===== src/rtl/tg2_mem_perf_mon.sv =====
// Multi-channel TG duration/status monitor with a pipelined Avalon-MM CSR read port.
// Define TG2_PERF_WATCHDOG_EN to add per-channel watchdog LIMIT registers at the COUNT addresses.
module tg2_mem_perf_mon #(
  parameter int NUM_CH = 4,
  parameter int CNT_W  = 48,
  parameter int ADDR_W = 6,
  parameter int DATA_W = 64
) (
  input  logic              clk,
  input  logic              rst,
  input  logic [NUM_CH-1:0] tg_start,
  input  logic [NUM_CH-1:0] tg_pass,
  input  logic [NUM_CH-1:0] tg_fail,
  input  logic [NUM_CH-1:0] tg_timeout,
  input  logic [ADDR_W-1:0] csr_address,
  input  logic              csr_read,
  input  logic              csr_write,
  input  logic [DATA_W-1:0] csr_writedata,
  output logic              csr_waitrequest,
  output logic [DATA_W-1:0] csr_readdata,
  output logic              csr_readdatavalid,
  output logic [NUM_CH-1:0] ch_done,
  output logic              all_done
);

  typedef enum logic [1:0] {
    ST_IDLE = 2'd0,
    ST_RUN  = 2'd1,
    ST_DONE = 2'd2
  } state_e;

  localparam logic [CNT_W-1:0] CNT_MAX = '1;

  // Status word per channel: [4] OVF, [3] WD, [2] TIMEOUT, [1] FAIL, [0] PASS
  state_e             state_q [NUM_CH];
  state_e             state_d [NUM_CH];
  logic [CNT_W-1:0]   cnt_q   [NUM_CH];
  logic [CNT_W-1:0]   cnt_d   [NUM_CH];
  logic [4:0]         sts_q   [NUM_CH];
  logic [4:0]         sts_d   [NUM_CH];
  logic [NUM_CH-1:0]  ch_done_q, ch_done_d;
  logic               all_done_q, all_done_d;
  logic               wait_q, wait_d;
  logic [NUM_CH-1:0]  clr;
  logic               rd_acc, wr_acc;
  logic [DATA_W-1:0]  rd_data_p1_q, rd_data_p1_d;
  logic               vld_p1_q, vld_p1_d;
  logic [DATA_W-1:0]  rd_data_p2_q, rd_data_p2_d;
  logic               vld_p2_q, vld_p2_d;
  logic               unused_wdata;

  function automatic logic [CNT_W-1:0] sat_inc(input logic [CNT_W-1:0] v);
    return (v == CNT_MAX) ? v : v + CNT_W'(1);
  endfunction

  assign unused_wdata = ^csr_writedata;
  assign rd_acc = csr_read & ~wait_q;
  assign wr_acc = csr_write & ~wait_q;
  assign wait_d = 1'b0;

  always_comb begin
    clr = '0;
    for (int i = 0; i < NUM_CH; i++) begin
      clr[i] = wr_acc && (csr_address == ADDR_W'(2 * i + 1)) && csr_writedata[0];
    end
  end

`ifdef TG2_PERF_WATCHDOG_EN
  logic [CNT_W-1:0] lim_q [NUM_CH];
  logic [CNT_W-1:0] lim_d [NUM_CH];

  always_comb begin
    for (int i = 0; i < NUM_CH; i++) begin
      lim_d[i] = lim_q[i];
      if (wr_acc && (csr_address == ADDR_W'(2 * i))) begin
        lim_d[i] = csr_writedata[CNT_W-1:0];
      end
    end
  end

  always_ff @(posedge clk or posedge rst) begin
    if (rst) begin
      for (int i = 0; i < NUM_CH; i++) lim_q[i] <= '0;
    end else begin
      for (int i = 0; i < NUM_CH; i++) lim_q[i] <= lim_d[i];
    end
  end
`endif

  // Channel FSMs: clear beats start, start beats completion, completion beats watchdog.
  always_comb begin
    for (int i = 0; i < NUM_CH; i++) begin
      state_d[i] = state_q[i];
      cnt_d[i]   = cnt_q[i];
      sts_d[i]   = sts_q[i];
      if (clr[i]) begin
        state_d[i] = ST_IDLE;
        cnt_d[i]   = '0;
        sts_d[i]   = '0;
      end else if (tg_start[i]) begin
        state_d[i] = ST_RUN;
        cnt_d[i]   = '0;
        sts_d[i]   = '0;
      end else if (state_q[i] == ST_RUN) begin
        cnt_d[i] = sat_inc(cnt_q[i]);
        if (cnt_q[i] == CNT_MAX) sts_d[i][4] = 1'b1;
`ifdef TG2_PERF_WATCHDOG_EN
        if ((lim_q[i] != '0) && (cnt_q[i] == lim_q[i] - CNT_W'(1))) begin
          state_d[i]  = ST_DONE;
          sts_d[i][3] = 1'b1;
        end
`endif
        if (tg_pass[i] | tg_fail[i] | tg_timeout[i]) begin
          state_d[i]    = ST_DONE;
          sts_d[i][3]   = 1'b0;
          sts_d[i][2:0] = {tg_timeout[i], tg_fail[i], tg_pass[i]};
        end
      end
      ch_done_d[i] = (state_d[i] == ST_DONE);
    end
    all_done_d = &ch_done_d;
  end

  always_ff @(posedge clk or posedge rst) begin
    if (rst) begin
      for (int i = 0; i < NUM_CH; i++) begin
        state_q[i] <= ST_IDLE;
        cnt_q[i]   <= '0;
        sts_q[i]   <= '0;
      end
      ch_done_q  <= '0;
      all_done_q <= 1'b0;
      wait_q     <= 1'b1;
    end else begin
      for (int i = 0; i < NUM_CH; i++) begin
        state_q[i] <= state_d[i];
        cnt_q[i]   <= cnt_d[i];
        sts_q[i]   <= sts_d[i];
      end
      ch_done_q  <= ch_done_d;
      all_done_q <= all_done_d;
      wait_q     <= wait_d;
    end
  end

  // Stage p1: address decode on pre-write state, registered
  always_comb begin
    rd_data_p1_d = '0;
    for (int i = 0; i < NUM_CH; i++) begin
      if (csr_address == ADDR_W'(2 * i))     rd_data_p1_d = DATA_W'(cnt_q[i]);
      if (csr_address == ADDR_W'(2 * i + 1)) rd_data_p1_d = DATA_W'({state_q[i], sts_q[i]});
    end
    if (csr_address == ADDR_W'(2 * NUM_CH)) rd_data_p1_d = DATA_W'({all_done_q, ch_done_q});
    vld_p1_d = rd_acc;
  end

  // Stage p2: output register, holds last data while no response is due
  always_comb begin
    rd_data_p2_d = vld_p1_q ? rd_data_p1_q : rd_data_p2_q;
    vld_p2_d     = vld_p1_q;
  end

  always_ff @(posedge clk) begin
    rd_data_p1_q <= rd_data_p1_d;
  end

  always_ff @(posedge clk or posedge rst) begin
    if (rst) begin
      vld_p1_q     <= 1'b0;
      vld_p2_q     <= 1'b0;
      rd_data_p2_q <= '0;
    end else begin
      vld_p1_q     <= vld_p1_d;
      vld_p2_q     <= vld_p2_d;
      rd_data_p2_q <= rd_data_p2_d;
    end
  end

  assign csr_waitrequest   = wait_q;
  assign csr_readdata      = rd_data_p2_q;
  assign csr_readdatavalid = vld_p2_q;
  assign ch_done           = ch_done_q;
  assign all_done          = all_done_q;

endmodule

===== config.mk =====
export PLATFORM = sky130hd
export DESIGN_NAME = tg2_mem_perf_mon
export DESIGN_NICKNAME = d
export VERILOG_FILES = /design/src/rtl/tg2_mem_perf_mon.sv
export SDC_FILE = /design/constraint.sdc
export NUM_CORES = 1
export LEC_CHECK = 0
export ABC_AREA = 1
export CAP_MARGIN = 20
export CORE_MARGIN = 10
export CORE_UTILIZATION = 54
export CTS_CLUSTER_SIZE = 10
export DETAILED_ROUTE_END_ITERATION = 12
export PLACE_DENSITY_LB_ADDON = 0.25
export SYNTH_ARGS = -nofsm -noshare
export SYNTH_HDL_FRONTEND = slang
export SYNTH_SLANG_ARGS = --single-unit

===== constraint.sdc =====
create_clock -name clk -period 10.8 [get_ports clk]
set_input_delay 2.7 -clock clk [delete_from_list [all_inputs] [get_ports clk]]
set_output_delay 2.7 -clock clk [all_outputs]
set_load 0.005 [all_outputs]

# == Word-level counts from Yosys, hierarchy flattened ==
# Cells that the tools add are included.
# Widths: inputs -> output; s select.
# classes
mux,61
addsub,4
eq_ne,24
n_bitwise,11
n_reduce_logical,36
# op_table
operator,n
$mux 48,23
$add 48x1->48 const B,4
$eq 48x48->1 const B,4
$mux 5,13
$reduce_bool 3->1,12
$mux 2,16
$eq 6x3->1 const B,4
$reduce_and 2->1,12
$mux 4,4
$eq 6x2->1 const B,2
$ne 3x3->1 const B,4
$eq 2x1->1 const B,4
$eq 2x2->1 const B,4
$logic_and 1x1->1,8
$or 1x1->1,8
$reduce_or 8->1,1
$mux 7,1
$eq 6x1->1 const B,1
$eq 6x4->1 const B,1
$logic_not 6->1,1
$mux 1,4
$reduce_and 4->1,1
$and 1x1->1,2
$reduce_or 2->1,1
$not 1->1,1
# word_totals
in_bits,90
reg_bits,356
output_inout_bits,71
word_cells,162

# == Depth between registers and ports, before layout ==
# Gate-level depths: netlist of the first run.
# depth
word_depth,10
depth_mapped,13
ltp_nobuf,12

# == Least setup slack after synthesis of the first run ==
# No wires, ideal clock.
# synth_path
kind,input-to-reg
from,input port csr_address[0]
to,register cnt_q[114] in the netlist's numbering
path_buffers,2
path_stages,12
setup_ps,130
t_required_ps,10670
arrival_time_ps,3919
path_slack_ps,6751
path_cell_list,nand2_1 inv_1 nand3_2 nor2_4 nor2_2 nand2_1 nand2_1 nand2_1 buf_4 buf_4 nand2_1 o21ai_0
# synth_between
elab_chain_len,5
elab_cells_between_ends,7
cone_classes,2 x eq/ne; 1 x mux; 4 x reduce/logical
# synth_lines
element,line_no,rtl
start: declaration,15,"input logic [ADDR_W-1:0] csr_address,"
$eq 6x2->1 (*),64,clr[i] = wr_acc && (csr_address == ADDR_W'(2 * i + 1)) && csr_writedata[0];
$logic_and 1x1->1 (*) (2 in series),64,
$ne 3x3->1 (no line) / $reduce_bool 3->1 (equally long branches),n/a,
$reduce_and 2->1 (no line),n/a,
end signal: indexed assignment,137,cnt_q[i] <= cnt_d[i];
end: declaration,37,logic [CNT_W-1:0] cnt_q [NUM_CH];
# Every way passes the cells marked *; elsewhere a longest branch is shown, timed or not.
# A chain may end at the register's enable or synchronous reset.

# == Worst setup path after layout of the first run ==
# layout_path
from,input port csr_address[2]
to,register cnt_q[182] in the netlist's numbering
# layout_between
elab_chain_len,5
elab_cells_between_ends,7
cone_classes,2 x eq/ne; 1 x mux; 4 x reduce/logical
# layout_lines
element,line_no
$eq 6x1->1 (*),64
$logic_and 1x1->1 (*) (2 in series),64
$ne 3x3->1 (no line) / $reduce_bool 3->1 (equally long branches),n/a
$reduce_and 2->1 (no line),n/a
# Marks and branches as above.

==> metrics.txt, run 1 <==
main combinational cell family by area after synthesis=simple AND/OR/NAND/NOR gates; worst path bufs/invs=3; Clk network pwr share=47.3%; Slew headroom=31.1%; Via-to-Cell Ratio=5.91; Starting DRT DRC Count=2314; die width=212 um; routability cong.=1.00; final-report max-slew violation count=0; setup TNS=0 ps; Port Buffer Count=81; via count=20500; antenna-violating nets left=0; postcts setup bufs=0; compound-cell area share of the yosys netlist=8.36%; Min-Delay Path Class=reg2reg; DR pass1 iterations=8; Final Hold Fails=0; site row count=70; Boundary Pins=161; Worst Tran Pin Value=1030 ps; area of the core=36400 um2; Worst EP required=11250 ps; CTS Root Cell=clkbuf_16; Bufs on Longest Clock Path=3; Crit path max-delay family=simple AND/OR/NAND/NOR gates; Final setup viols=0; top cells by area, synth=dfrtp_1, nand2_1, nor2_1; synth warn=0; P_sw=706 uW; CTS clk-pin slew, worst paths=60 ps; Die Footprint=44800 um2; max cap viols=0; multiplexer share of the synthesized area=2.77%; WL per Instance=21.1 um; Critical Path Source Type=input port; Die H=212 um; largest net degree at the start of global routing=149; clk_lat worst skew=590 ps; slowest stage delay, CP=720 ps; # diodes=0; synth unique cells=42; CTS Sinks=320; wire length of the first global-routing pass=112 mm; VDD IR-drop max=95.0 uV; fin crit period=5880 ps; CP Class=in2reg; syn avg cell area=6.79 um2; run status=finished, final reports clean; LEAKAGE=0.00913 uW; post-synthesis adder-cell area fraction=0.252%; R2R Setup Slk=7250 ps; P per Cell Area=121 nW/um2; Syn Inst Count=2924; final-layout fill cell count=3365; GRT Total Usage=32.5%; initial antenna violation count=0; largest fanout on the critical path=70; Post-CTS Resized=0; CP Data Arrival Time=6340 ps; final worst slack=4920 ps; ys flop type=dfrtp_1; CP endpoint kind=flip-flop; total global routing overflow=0; CTS Hold Bufs=0; vias in the first global route=19300; CTS tree=done; Layout area overhead=11.4%; clk_skew=30.8 ps; Tcrit/Tclk final=54.5%; Synth Area in Simple Gates=40.1%; cell-internal power=1980 uW; Starting Density=54.5%; f_max=0.170 GHz; RSZ-0062 raised after global routing=false; CP Cell Sequence=clkdlybuf4s50_1, nor2_2, nand3_1, nor2_1, nand2_2, nand2_2, a21oi_4, buf_4, inv_2, nand3_1, nand2_1; xor-xnor portion of the synthesized cell area=1.63%; ratio of cells with drive above 1 in the final layout=5.87%; share of total power in sequential cells=45.9%; # H-tree levels=2; final core occ=60.7%; register area share after synthesis=39.1%; routed wire length=73.3 mm; DRC viols=0; Net Sw Frac=26.3%; post-DP HPWL=54.1 mm; EDFF count, synth=0; ys async rst share=85.0%; area leader, netlist=dfrtp_1; CP max-delay cell=nand2_2; Comb pwr share=6.8%; Synth Register Bits=320; pre-CTS WS=4240 ps; nets=3063; cell area after synthesis=19900 um2; total CTS buffers=39; Synth top area share=34.2%
cells in the final DEF (no fill, tap or decap), drive strengths merged, types with 69 or more instances in the layout:
cell,Yosys,routed
clkbuf,48,69
nand3,266,266
inv,251,252
o21ai,139,139
dfrtp,271,271
nor2,499,499
nand2,937,937
clkdlybuf4s50,0,81
nand4,136,136
power groups by stage:
stage               sequential (uW)  clock, uW  combinational, uW
floorplan                      1250          0                126
global placement               1250          0                171
detailed placement             1250          0                175
CTS                            1230       1280                176
global route                   1230       1320                198
finish                         1230       1270                182
path summary, 6_finish.rpt:
| kind | from | end | cells after the start |
|---|---|---|---|
| min | rd_data_p1_q[28] | csr_readdata[28] | 1 |
| min reg2reg | rd_data_p1_q[28] | csr_readdata[28] | 1 |
| max in group asynchronous | rst | vld_p1_q | 3 |
| max reg2reg | csr_waitrequest | cnt_q[182] | 10 |
| min in group asynchronous | rst | cnt_q[170] | 2 |
| max | csr_address[2] | cnt_q[182] | 11 |
sequential cells by signal, summed over array words and instances, names as in the netlist:
| register | count |
|---|---|
| csr_waitrequest | 1 |
| cnt_q | 192 |
| state_q | 8 |
| sts_q | 16 |
| ch_done | 4 |
| csr_readdatavalid | 1 |
| all_done | 1 |
| csr_readdata | 48 |
| rd_data_p1_q | 48 |
| vld_p1_q | 1 |
layer usage:
layer | part of all wire, % | track usage, %
met1 | 39 | 40.3
met2 | 46 | 52.2
met3 | 9.6 | 7.28
met4 | 5.2 | 16.4
met5 | 0 | 0
layout make-up:
cell class	count	area (um2)	share of cell area, %
multi-input cells	2256	10600	48.1
clock inverters	3	52.6	0.238
inverters	255	965	4.36
well taps	468	586	2.65
flip-flops and latches	320	7770	35.1
repair buffers	97	976	4.41
clock buffers	69	1140	5.15
Yosys cell counts, types with 41 or more instances:
library cell    n
dfxtp_1        48
nand2_1       928
nand3_1       263
o21ai_1        43
clkbuf_1       48
o21ai_0        96
nand4_1       136
dfrtp_1       271
inv_1         241
nor2_1        476
a22oi_1        41
mux2_2         48
per-stage QoR:
stage	hold slack [ps]	power (uW)	instance area (um2)	cells
6_report	451	2680	22100	3468
2_1_floorplan	389	1370	19900	2940
4_1_cts	455	2680	22100	3466
5_1_grt	464	2750	22100	3468
3_5_place_dp	445	1430	20900	3394
3_3_place_gp	442	1420	20900	3394
cell families after synthesis:
| logic type | count (synthesis) |
|---|---|
| buf+inv | 364 |
| mux | 49 |
| flops | 320 |
| compound gates | 267 |
| simple gates | 1882 |
| fa+ha+maj | 4 |
| xor+xnor | 37 |
| other cells | 1 |
Note: power is estimated with default switching activity, not from simulation.
==> inputs of run 2 (changes only) <==
clock period = 5 ns   (was 10.8 ns; I/O delays follow)
==> metrics.txt, run 2 (synthesis results as in run 1) <==
antenna-violating nets left=0 (unchanged); WHS Path Cells=1 (unchanged); clk_lat worst skew=580 ps (about the same); Starting Density=54.5% (unchanged); Via-to-Cell Ratio=5.89 (-0.40%); WL per Instance=21.0 um (-0.68%); DR pass1 iterations=9 (+1); slowest stage delay, CP=620 ps (-100 ps); # H-tree levels=2 (unchanged); crit path launch=csr_address[3]; max cap viols=0 (unchanged); r2r worst-path depth=11 (+1); final worst slack=1140 ps (-3780 ps); RSZ-0062 raised after global routing=false; routability cong.=1.02 (+2.3%); CTS Hold Bufs=0 (unchanged); setup TNS=0 ps (unchanged); pre-CTS WS=677 ps (-3560 ps); initial antenna violation count=0 (unchanged); end point of the critical path=cnt_q[19]; CP Cell Sequence=clkdlybuf4s50_1, inv_1, nand2_1, nor2_2, nand2_2, nor2_4, nor2_1, nand2_1, inv_1, nor2_4, inv_2, buf_12, nand2_1, o21ai_1; Worst EP required=5450 ps (-5800 ps); nets=3075 (+0.39%); P per Cell Area=261 nW/um2 (+120%); total CTS buffers=39 (unchanged); Port Buffer Count=81 (unchanged); wire length of the first global-routing pass=112 mm (-0.17%); Top reg by flops=cnt_q; VDD IR-drop max=253 uV (+170%); Crit. path cell count=14 (+3); Seq. cell area=7770 um2 (unchanged); run status=finished, final reports clean; vias in the first global route=19200 (-0.92%); via count=20500 (-0.11%); Starting DRT DRC Count=2269 (-1.9%); post-DP HPWL=54.6 mm (+1.0%); CP Class=in2reg; Tcrit/Tclk final=77.2%; Die Footprint=44800 um2 (unchanged); Min-Delay Path Class=reg2reg; CTS Root Cell=clkbuf_16; Crit path top cell by count=nand2_1; largest net degree at the start of global routing=84 (-44%); largest fanout on the critical path=37 (-47%); die width=212 um (unchanged); commonest non-fill, non-tap cell in the layout=nand2_1; fin crit period=3860 ps; max FFs per register=192 (unchanged); final-layout fill cell count=3436 (+2.1%); r2r startpoint=csr_waitrequest; DRC viols=0 (unchanged); clk_skew=26.0 ps (-4.80 ps); total global routing overflow=0 (unchanged); Bufs on Longest Clock Path=3 (unchanged); CP endpoint kind=flip-flop; routed wire length=73.0 mm (-0.39%); Worst Tran Pin Value=786 ps (-245 ps); Final setup viols=0 (unchanged); footprint of the multi-input gates=10600 um2 (about the same); worst path bufs/invs=5 (+2); Die H=212 um (unchanged); Final Hold Fails=0 (unchanged); site row count=70 (unchanged); Slew headroom=47.5% (+16 points); CP Data Arrival Time=4310 ps (-2030 ps); Layout area overhead=11.9%; area of the core=36400 um2 (unchanged); postcts setup bufs=0 (unchanged); Critical Path Source Type=input port; Crit path max-delay family=simple AND/OR/NAND/NOR gates; CTS Sinks=320 (unchanged); CTS tree=done; Reg-to-Reg End=cnt_q[19]; final-report max-slew violation count=0 (unchanged); R2R Setup Slk=1950 ps (-5300 ps); ratio of cells with drive above 1 in the final layout=6.21% (+0.35 points); f_max=0.259 GHz; commonest cells after routing, fill and taps aside=nand2_1, nor2_1, dfrtp_1; # diodes=0 (unchanged); CTS clk-pin slew, worst paths=60 ps (about the same); GRT Total Usage=32.4% (-0.088 points); CP max-delay cell=nor2_4; Boundary Pins=161 (unchanged); LEAKAGE=0.00919 uW (+0.59%); Post-CTS Resized=0 (unchanged)
==> run 2: changes by cell type in the layout (fill, tap and decap cells not counted), sizes merged <==
cell	delta
clkinv	-1
inv	-1
bufinv	+1
clkinvlp	+1
clkbuf	-2
buf	+12
==> run 2: report_power, final <==
part	internal [uW]	leakage (uW)	switching [uW]
Sequential	2620	0.00415	42.5
Clock	1590	0.000568	1150
Combinational	105	0.00447	295
Total	4310	0.00919	1480
==> run 2: layout make-up <==
type | count | area share, %
inverters | 255 | 4.33
multi-input cells | 2256 | 47.8
repair buffers | 109 | 4.88
well taps | 468 | 2.64
flip-flops and latches | 320 | 35.0
clock buffers | 67 | 5.10
clock inverters | 3 | 0.248
==> run 2: worst min path at each step <==
| stage | endpoint | startpoint | slack [ps] |
|---|---|---|---|
| after floorplan | csr_readdatavalid | vld_p1_q | 390 |
| after global placement | csr_readdata[2] | rd_data_p1_q[2] | 440 |
| after detailed placement | csr_readdata[34] | rd_data_p1_q[34] | 450 |
| after CTS | csr_readdata[24] | rd_data_p1_q[24] | 450 |
| after global routing | csr_readdata[15] | rd_data_p1_q[15] | 470 |
| final | csr_readdata[46] | rd_data_p1_q[46] | 450 |
==> run 2: layer usage <==
metal  up-vias  track usage (%)  routed length (um)
met4         0             16.2                3900
met1      9561             40.7               28900
li1       9650                -                   -
met2      1063             52.4               33700
met3       214             5.94                6540
met5         -                0                   0
==> run 2: through the flow <==
stage,cells,power [uW],util [%],instance area [um2],hold WS [ps]
floorplan,2940,2970,-,19900,389
global placement,3408,3090,57.7,21000,442
detailed placement,3408,3100,57.7,21000,445
CTS,3478,5810,61.0,22200,454
global route,3478,5950,61.0,22200,469
finish,3478,5800,61.0,22200,451
